`config.mk`:
```
export PLATFORM = sky130hd
export DESIGN_NAME = hp_event_arbiter
export DESIGN_NICKNAME = d
export VERILOG_FILES = /design/src/rtl/hp_event_arbiter.sv
export SDC_FILE = /design/constraint.sdc
export NUM_CORES = 1
export LEC_CHECK = 0
export BUFFER_PORTS_ARGS = -buffer_cell sky130_fd_sc_hd__buf_2
export CAP_MARGIN = 25
export CORE_ASPECT_RATIO = 1.5
export CORE_MARGIN = 1.5
export CORE_UTILIZATION = 41
export CTS_BUF_LIST = sky130_fd_sc_hd__clkbuf_8 sky130_fd_sc_hd__clkbuf_16
export DETAILED_ROUTE_END_ITERATION = 7
export PLACE_DENSITY_LB_ADDON = 0.12
export SYNTH_ARGS = -nofsm -noshare
export SYNTH_HDL_FRONTEND = slang
export SYNTH_SLANG_ARGS = --single-unit
export TNS_END_PERCENT = 10
```
`constraint.sdc`:
```
create_clock -name clk -period 4.3 [get_ports clk]
set_clock_uncertainty 0.05 [all_clocks]
set_input_delay 0.215 -clock clk [delete_from_list [all_inputs] [get_ports clk]]
set_output_delay 0.215 -clock clk [all_outputs]
set_load 0.02 [all_outputs]
```
`src/rtl/hp_event_arbiter.sv`:
```
// -----------------------------------------------------------------------------
// hp_event_arbiter
//   Owns the player HP register. Collects damage from the pixel collision
//   path (rising edge of the player-hit pixel class) and from the hazard
//   logic, plus heal events from pickups. It applies at most one HP update
//   per cycle. After every hit it opens an invulnerability window, and it
//   raises game_over when HP reaches zero.
//
// Ports
//   clk          in   system clock
//   rst          in   asynchronous reset, active-low
//   current_pix  in   [3:0] pixel class under the player sprite
//   hazard_req   in   damage request level, held until hazard_ack
//   hazard_ack   out  one-cycle pulse, hazard request consumed
//   heal_req     in   heal request level, held until heal_ack
//   heal_ack     out  one-cycle pulse, heal request consumed
//   restart      in   one-cycle pulse, start a new game
//   hp_numb      out  [3:0] current HP (registered)
//   invuln       out  high while the invulnerability window runs
//   game_over    out  high while HP == 0
// -----------------------------------------------------------------------------
module hp_event_arbiter #(
  parameter int         HP_INIT    = 9,
  parameter int         HP_MAX     = 9,
  parameter int         INVULN_CYC = 50_000_000,
  parameter logic [3:0] HIT_PIX    = 4'h5
) (
  input  logic       clk,
  input  logic       rst,
  input  logic [3:0] current_pix,
  input  logic       hazard_req,
  output logic       hazard_ack,
  input  logic       heal_req,
  output logic       heal_ack,
  input  logic       restart,
  output logic [3:0] hp_numb,
  output logic       invuln,
  output logic       game_over
);

  localparam int              TW        = $clog2(INVULN_CYC + 1);
  localparam logic [TW-1:0]   T_LAST    = TW'(INVULN_CYC - 1);
  localparam logic [3:0]      HP_INIT_V = 4'(HP_INIT);
  localparam logic [3:0]      HP_MAX_V  = 4'(HP_MAX);

  typedef enum logic [1:0] {IDLE = 2'd0, INVULN = 2'd1, OVER = 2'd2} state_t;
  typedef enum logic {RR_PIX = 1'b0, RR_HAZ = 1'b1} rr_t;

  state_t        state, state_nx;
  rr_t           rr, rr_nx;
  logic [TW-1:0] timer, timer_nx;
  logic [3:0]    prev_pix;
  logic          pix_pend, pix_pend_nx;
  logic [3:0]    hp_nx;

  logic          pix_hit, pix_eff, haz_eff, heal_eff;
  logic          dmg_grant, take_pix;
  logic          haz_ack_nx, heal_ack_nx;

  // Heal saturates at the ceiling.
  function automatic logic [3:0] sat_inc(input logic [3:0] v);
    return (v >= HP_MAX_V) ? HP_MAX_V : v + 4'd1;
  endfunction

  // Damage floors at zero and never wraps.
  function automatic logic [3:0] sat_dec(input logic [3:0] v);
    return (v == 4'd0) ? 4'd0 : v - 4'd1;
  endfunction

  // A request that is still high during its own ack cycle is stale, so the
  // registered ack masks it for that cycle.
  always_comb begin
    pix_hit  = (current_pix == HIT_PIX) && (prev_pix != HIT_PIX);
    pix_eff  = pix_pend || pix_hit;
    haz_eff  = hazard_req && !hazard_ack;
    heal_eff = heal_req && !heal_ack;
  end

  // ---------------- state register ----------------
  always_ff @(posedge clk or negedge rst) begin
    if (!rst) state <= IDLE;
    else      state <= state_nx;
  end

  // ---------------- arbitration / next state ----------------
  always_comb begin
    state_nx    = state;
    dmg_grant   = 1'b0;
    take_pix    = 1'b0;
    haz_ack_nx  = 1'b0;
    heal_ack_nx = 1'b0;
    if (restart) begin
      state_nx = IDLE;
    end else begin
      case (state)
        IDLE: begin
          if (pix_eff || haz_eff) begin
            dmg_grant  = 1'b1;
            // Pixel wins when it is alone or when it holds the rr token.
            take_pix   = pix_eff && (!haz_eff || rr == RR_PIX);
            haz_ack_nx = !take_pix;
            state_nx   = (hp_numb <= 4'd1) ? OVER : INVULN;
          end else if (heal_eff) begin
            heal_ack_nx = 1'b1;
          end
        end
        INVULN: begin
          haz_ack_nx  = haz_eff;
          heal_ack_nx = heal_eff;
          if (timer == T_LAST) state_nx = IDLE;
        end
        OVER: begin
          haz_ack_nx  = haz_eff;
          heal_ack_nx = heal_eff;
        end
        default: state_nx = IDLE;
      endcase
    end
  end

  // ---------------- datapath next values ----------------
  always_comb begin
    hp_nx       = hp_numb;
    timer_nx    = '0;
    rr_nx       = rr;
    pix_pend_nx = 1'b0;
    if (restart) begin
      hp_nx = HP_INIT_V;
      rr_nx = RR_PIX;
    end else begin
      case (state)
        IDLE: begin
          if (dmg_grant) begin
            hp_nx = sat_dec(hp_numb);
            if (pix_eff && haz_eff) rr_nx = (rr == RR_PIX) ? RR_HAZ : RR_PIX;
          end else if (heal_ack_nx) begin
            hp_nx = sat_inc(hp_numb);
          end
          // Any grant leaves IDLE, and the pending flag is cleared on entry to
          // INVULN/OVER, so an ungranted pixel hit only survives without a grant.
          pix_pend_nx = pix_eff && !dmg_grant;
        end
        INVULN: begin
          timer_nx = (timer == T_LAST) ? '0 : timer + 1'b1;
          if (heal_ack_nx) hp_nx = sat_inc(hp_numb);
        end
        OVER: hp_nx = 4'd0;
        default: hp_nx = hp_numb;
      endcase
    end
  end

  // ---------------- registered outputs ----------------
  always_ff @(posedge clk or negedge rst) begin
    if (!rst) begin
      hp_numb    <= HP_INIT_V;
      invuln     <= 1'b0;
      game_over  <= 1'b0;
      hazard_ack <= 1'b0;
      heal_ack   <= 1'b0;
      timer      <= '0;
      pix_pend   <= 1'b0;
      rr         <= RR_PIX;
      prev_pix   <= 4'd0;
    end else begin
      hp_numb    <= hp_nx;
      invuln     <= (state_nx == INVULN);
      game_over  <= (state_nx == OVER);
      hazard_ack <= haz_ack_nx;
      heal_ack   <= heal_ack_nx;
      timer      <= timer_nx;
      pix_pend   <= pix_pend_nx;
      rr         <= rr_nx;
      prev_pix   <= current_pix;
    end
  end

endmodule
```
==> metrics.txt, run 1 <==
Pre-antenna DRT Iters 4; clk slew on worst S/H paths 0.08 ns; Slew @ Worst Pin 0.908 ns; Clock Path Buffers 2; CTS tree yes; Highest Clock Rate 0.412 GHz; Syn Inst Count 225; H-tree depth reported by CTS 2; flops & latches, synth 42; post-route ant nets 0; root buffer cell clkbuf_8; # rows 32; pwr/cell area 440 nW/um2; initial core utilization 0.433; Period Utilization, post-route 0.564; kind of critical path reg2reg; width of the die 63.5 um; Leakage 1.09 nW; via count 1638; # IOs 17; Syn Std Cell Area 2250 um2; layout cells sized above 1 0.139; fin cells 319; Simple-Gate Fraction of Synth Area 0.240; Fin. Hold Viols 0; GRT overflow 0; CP Launch Type flop; average cell area after synthesis 10.0 um2; Num CTS Buffers 5; Die Y-Extent 93.8 um; RSZ-0062 raised after global routing no; CP Capture Type flop; setup TNS 0 ns; P&R area growth vs syn 13.0%; synth warn 0; # DRC 0; 1st-iter DRT viols 38; crit-path max FO 25; ys async rst share 1.00; Worst-Skew Late Latency 0.29 ns; initial antenna violation count 0; largest net degree at the start of global routing 43; wire length per cell 13.7 um; adder-cell share of the synthesized area 0.0556; Crit-path slowest cell nand2b_1; EDFF count, synth 0; post-synthesis xor/xnor area fraction 0.0972; reg-to-reg slack, setup 1.87 ns; # fillers 530; Cells after DPL 305; slowest stage delay, CP 0.75 ns; leading area contributor after synthesis dfrtp_1; setup violators final 0; Period minus WS final 2.43 ns; Synth top area share 0.444; slew margin rel. 0.395; DP HPWL 3160 um; fin. max-slew vios 0; Total Wirelength 4360 um; Port Buffer Count 16; gr usage total 0.164; maxcap violations 0; ANT cells 0; main combinational cell family by area after synthesis simple AND/OR/NAND/NOR gates; first-pass GRT wire length 7680 um; top post-synthesis cells by area dfrtp_1 44%, xor2_1 7.8%, nor2_1 5.7%; Commonest cells post-synth 40 x dfrtp_1, 34 x nor2_1, 20 x xor2_1; syn nets 244; area of the die 5960 um2; post-synthesis sequential area ratio 0.468; cells along the critical path nand2_1 -> or4_1 -> o41ai_2 -> nand2b_1 -> nor2_1; Top FF cell, synth dfrtp_1; post-CTS sizing 0; maximum vdd drop 0.266 mV; vias per inst 5.13; Hold Path Class in2reg; crit path DAT 2.51 ns; Nets 269; outcome completed; vias in the first global route 1695; required time worst endpoint 4.38 ns; Synth Area in Compound Gates 0.0967; Cell variety after synth 47; top-count cell post-synth dfrtp_1; mux share of post-synthesis cell area 0.00444; core area 5200 um2; RD Place Congestion 0.770; CTS sink cnt 42
-- area by class of cell --
cell class | count | area [um2] | share of cell area
clock inverters | 2 | 8.76 | 0.00344
well taps | 68 | 85.1 | 0.0334
repair buffers | 22 | 150 | 0.0590
multi-input cells | 166 | 1120 | 0.439
flip-flops and latches | 42 | 1050 | 0.414
inverters | 13 | 48.8 | 0.0192
clock buffers | 6 | 82.6 | 0.0324
-- metrics by stage --
stage               instance area, um2  total power, mW  utilization  hold slack [ns]  worst slack, ns
floorplan                         2250            0.774            -           -0.131             2.21
global placement                  2380            0.868        0.458            0.285             1.88
detailed placement                2380            0.871        0.458            0.287             1.83
CTS                               2510             1.14        0.483           0.0463             1.80
global route                      2540             1.22        0.489            0.231             1.65
finish                            2540             1.12        0.489            0.218             1.87
-- kinds of logic after synthesis --
kind of cell               count (synthesis)
other                                      1
muxes                                      1
adders and majority gates                 10
AOI/OAI and AO/OA                         28
buffers and inverters                     17
xor gates and xnor gates                  25
DFF                                       42
and+or+nand+nor                          101
-- critical path, delay by kind of cell, from the launching register on --
kind	cells	cell delay [ns]
compound gates	1	0.35
flops	1	0.44
simple gates	4	1.41
-- final timing paths --
path,to,cells after the start,startpoint
setup / recovery,timer[21],5,timer[15]
hold / removal,rr,2,restart
setup reg to reg,timer[21],5,timer[15]
hold reg to reg,timer[0],1,timer[0]
max in group asynchronous,hp_numb[3],3,rst
min in group asynchronous,timer[24],2,rst
-- layout by cell type, fill, tap and decap left out, types with 5 or more instances in the layout --
master / synthesis / final
ha_1: 10 / 10
o21ai_0: 6 / 6
buf_2: 0 / 16
nand2_1: 14 / 14
dfrtp_1: 40 / 40
clkbuf_8: 0 / 6
nand3_1: 18 / 18
inv_1: 13 / 14
nor2_1: 34 / 34
xnor2_1: 5 / 5
a21oi_1: 5 / 5
nor3_1: 9 / 9
dlygate4sd3_1: 0 / 5
xor2_1: 20 / 20
-- registers in the layout, indices dropped and copies added, names as in the netlist --
register and count:
hazard_ack 1, prev_pix 4, invuln 1, state 2, game_over 1, hp_numb 4
heal_ack 1, pix_pend 1, timer 26, rr 1
-- per-layer routing --
layer,global-route usage,vias to the layer above,routed length [um]
met5,0,-,0
met4,0.0489,0,58
met3,0.0288,5,85
met2,0.309,16,2370
met1,0.186,786,1840
li1,-,831,-
-- timing repair --
item                      4_1_cts  5_1_grt
hold endpoints to repair        4       11
setup buffers                   0        0
hold buffers                    4        1
-- power breakdown --
| group | total, mW | internal [mW] | switching, mW |
|---|---|---|---|
| combinational | 0.384 | 0.145 | 0.239 |
| sequential | 0.480 | 0.438 | 0.0422 |
| clock | 0.256 | 0.127 | 0.129 |
Note: power is estimated with default switching activity, not from simulation.
==> inputs of run 2 (changes only) <==
Clock period 4.3 ns to 2.3 ns, I/O delays scaled along.
==> run 2 against run 1 <==
Net effect: sequential share of layout area fell by 1.1 points; cell area rose by 2.8%; setup slack got worse by 1.8 ns; global-route usage up 0.51 points; via count increased by 3.8%; worst hold slack worse by 0.11 ns; core utilization up 1.4 points; combinational power increased by 110%; sequential cell count stayed put; sequential power increased by 87%; highest routed layer unchanged; first-iteration DRC count is 16% higher.
==> metrics.txt, run 2 (synthesis results as in run 1) <==
largest registers timer (26), hp_numb (4), prev_pix (4); CTS sink cnt 42 (unchanged); Hold Path Class in2reg; largest net degree at the start of global routing 43 (unchanged); CTS tree yes; Clock Path Buffers 2 (unchanged); Largest register FFs 26 (unchanged); core area 5200 um2 (unchanged); vias per inst 5.19 (+1.0%); pwr/cell area 827 nW/um2 (+88%); Period Utilization, post-route 0.956 (+0.392); total power draw 2.16 mW (+93%); Top delay family on crit path simple AND/OR/NAND/NOR gates; setup violators final 0 (unchanged); layout cells sized above 1 0.169 (+0.0298); H-tree depth reported by CTS 2 (unchanged); area of the die 5960 um2 (unchanged); kind of critical path reg2reg; Total Wirelength 4610 um (+5.7%); width of the die 63.5 um (unchanged); RD Place Congestion 0.799 (+3.8%); Fin. Hold Viols 0 (unchanged); Post-CTS Setup Inserts 0 (unchanged); most frequent cells in the layout 40 x dfrtp_1, 34 x nor2_1, 20 x xor2_1; Top reg by flops timer; via count 1701 (+3.8%); initial antenna violation count 0 (unchanged); Crit path buffers/inverters 0 (unchanged); Crit-path slowest cell or4b_4; maxcap violations 0 (unchanged); ANT cells 0 (unchanged); P&R area growth vs syn 16.2%; Port Buffer Count 16 (unchanged); slowest stage delay, CP 0.51 ns (-0.24 ns); post-route ant nets 0 (unchanged); most common cell after layout, fill and taps aside dfrtp_1; setup TNS 0 ns (unchanged); GRT overflow 0 (unchanged); post-CTS sizing 0 (unchanged); outcome completed; Nets 278 (+3.3%); Worst-Skew Late Latency 0.30 ns (about the same); clk slew on worst S/H paths 0.09 ns (about the same); root buffer cell clkbuf_8; Num CTS Buffers 5 (unchanged); maximum vdd drop 0.530 mV (+99%); # IOs 17 (unchanged); vias in the first global route 1766 (+4.2%); crit path DAT 2.39 ns (-0.12 ns); Leakage 1.13 nW (+4.5%); RSZ-0062 raised after global routing no; gr usage total 0.169 (+0.00510); cells along the critical path ha_1 -> or4b_4 -> nor4b_4 -> o2bb2ai_2 -> nand4_1 -> a211oi_2 -> a211o_1; Period minus WS final 2.20 ns (-0.228 ns); first-pass GRT wire length 7860 um (+2.3%); DP HPWL 3310 um (+4.9%); fin. max-slew vios 0 (unchanged); # DRC 0 (unchanged); Die Y-Extent 93.8 um (unchanged); Highest Clock Rate 0.455 GHz (+10%); required time worst endpoint 2.49 ns (-1.89 ns); crit-path max FO 8 (-68%); Pre-antenna DRT Iters 6 (+2); wire length per cell 14.0 um (+2.8%); # rows 32 (unchanged); CP Capture Type flop; initial core utilization 0.433 (unchanged); CP Launch Type flop; 1st-iter DRT viols 44 (+16%)
run 2: layer usage:
metal / GRT usage / routed length, um / vias up
met3: 0.0288 / 109 / 10
met5: 0 / 0 / -
met1: 0.180 / 1900 / 817
met2: 0.318 / 2470 / 24
li1: - / - / 850
met4: 0.0815 / 134 / 0
run 2: final cells by class:
cell class | instances | area, um2
repair buffers | 31 | 230
clock buffers | 5 | 68.8
flip-flops and latches | 42 | 1050
clock inverters | 3 | 13.8
multi-input cells | 166 | 1120
well taps | 68 | 85.1
fillers | 509 | 2590
inverters | 13 | 48.8
run 2: per-stage QoR:
step	util	std cells	cell area, um2	hold slack, ns	worst slack, ns
final	0.503	328	2620	0.110	0.102
after global routing	0.503	328	2620	0.120	0.0113
after CTS	0.499	327	2600	0.102	0.0881
after detailed placement	0.473	314	2460	0.190	0.0964
after global placement	0.473	314	2460	0.185	0.165
after floorplan	-	225	2250	-0.231	0.214
run 2: repair_timing:
item / in CTS / in global routing
hold endpoints to repair: 44 / 0
endpoints found under the setup margin: 0 / 0
hold buffers: 5 / 0
run 2: worst paths after layout:
check	startpoint	end	slack [ns]	depth (start not counted)
worst min-delay path	restart	rr	0.11	2
worst max register to register	state[1]	hp_numb[3]	0.10	7
worst max-delay path	state[1]	hp_numb[3]	0.10	7
min in group asynchronous	rst	timer[22]	0.26	3
max in group asynchronous	rst	hp_numb[0]	1.67	3
worst min register to register	timer[0]	timer[0]	0.43	1
run 2: where the power goes:
group | internal [mW] | total, mW | switching, mW
Clock | 0.206 | 0.457 | 0.251
Sequential | 0.818 | 0.898 | 0.0797
Combinational | 0.339 | 0.810 | 0.471
Total | 1.36 | 2.16 | 0.801
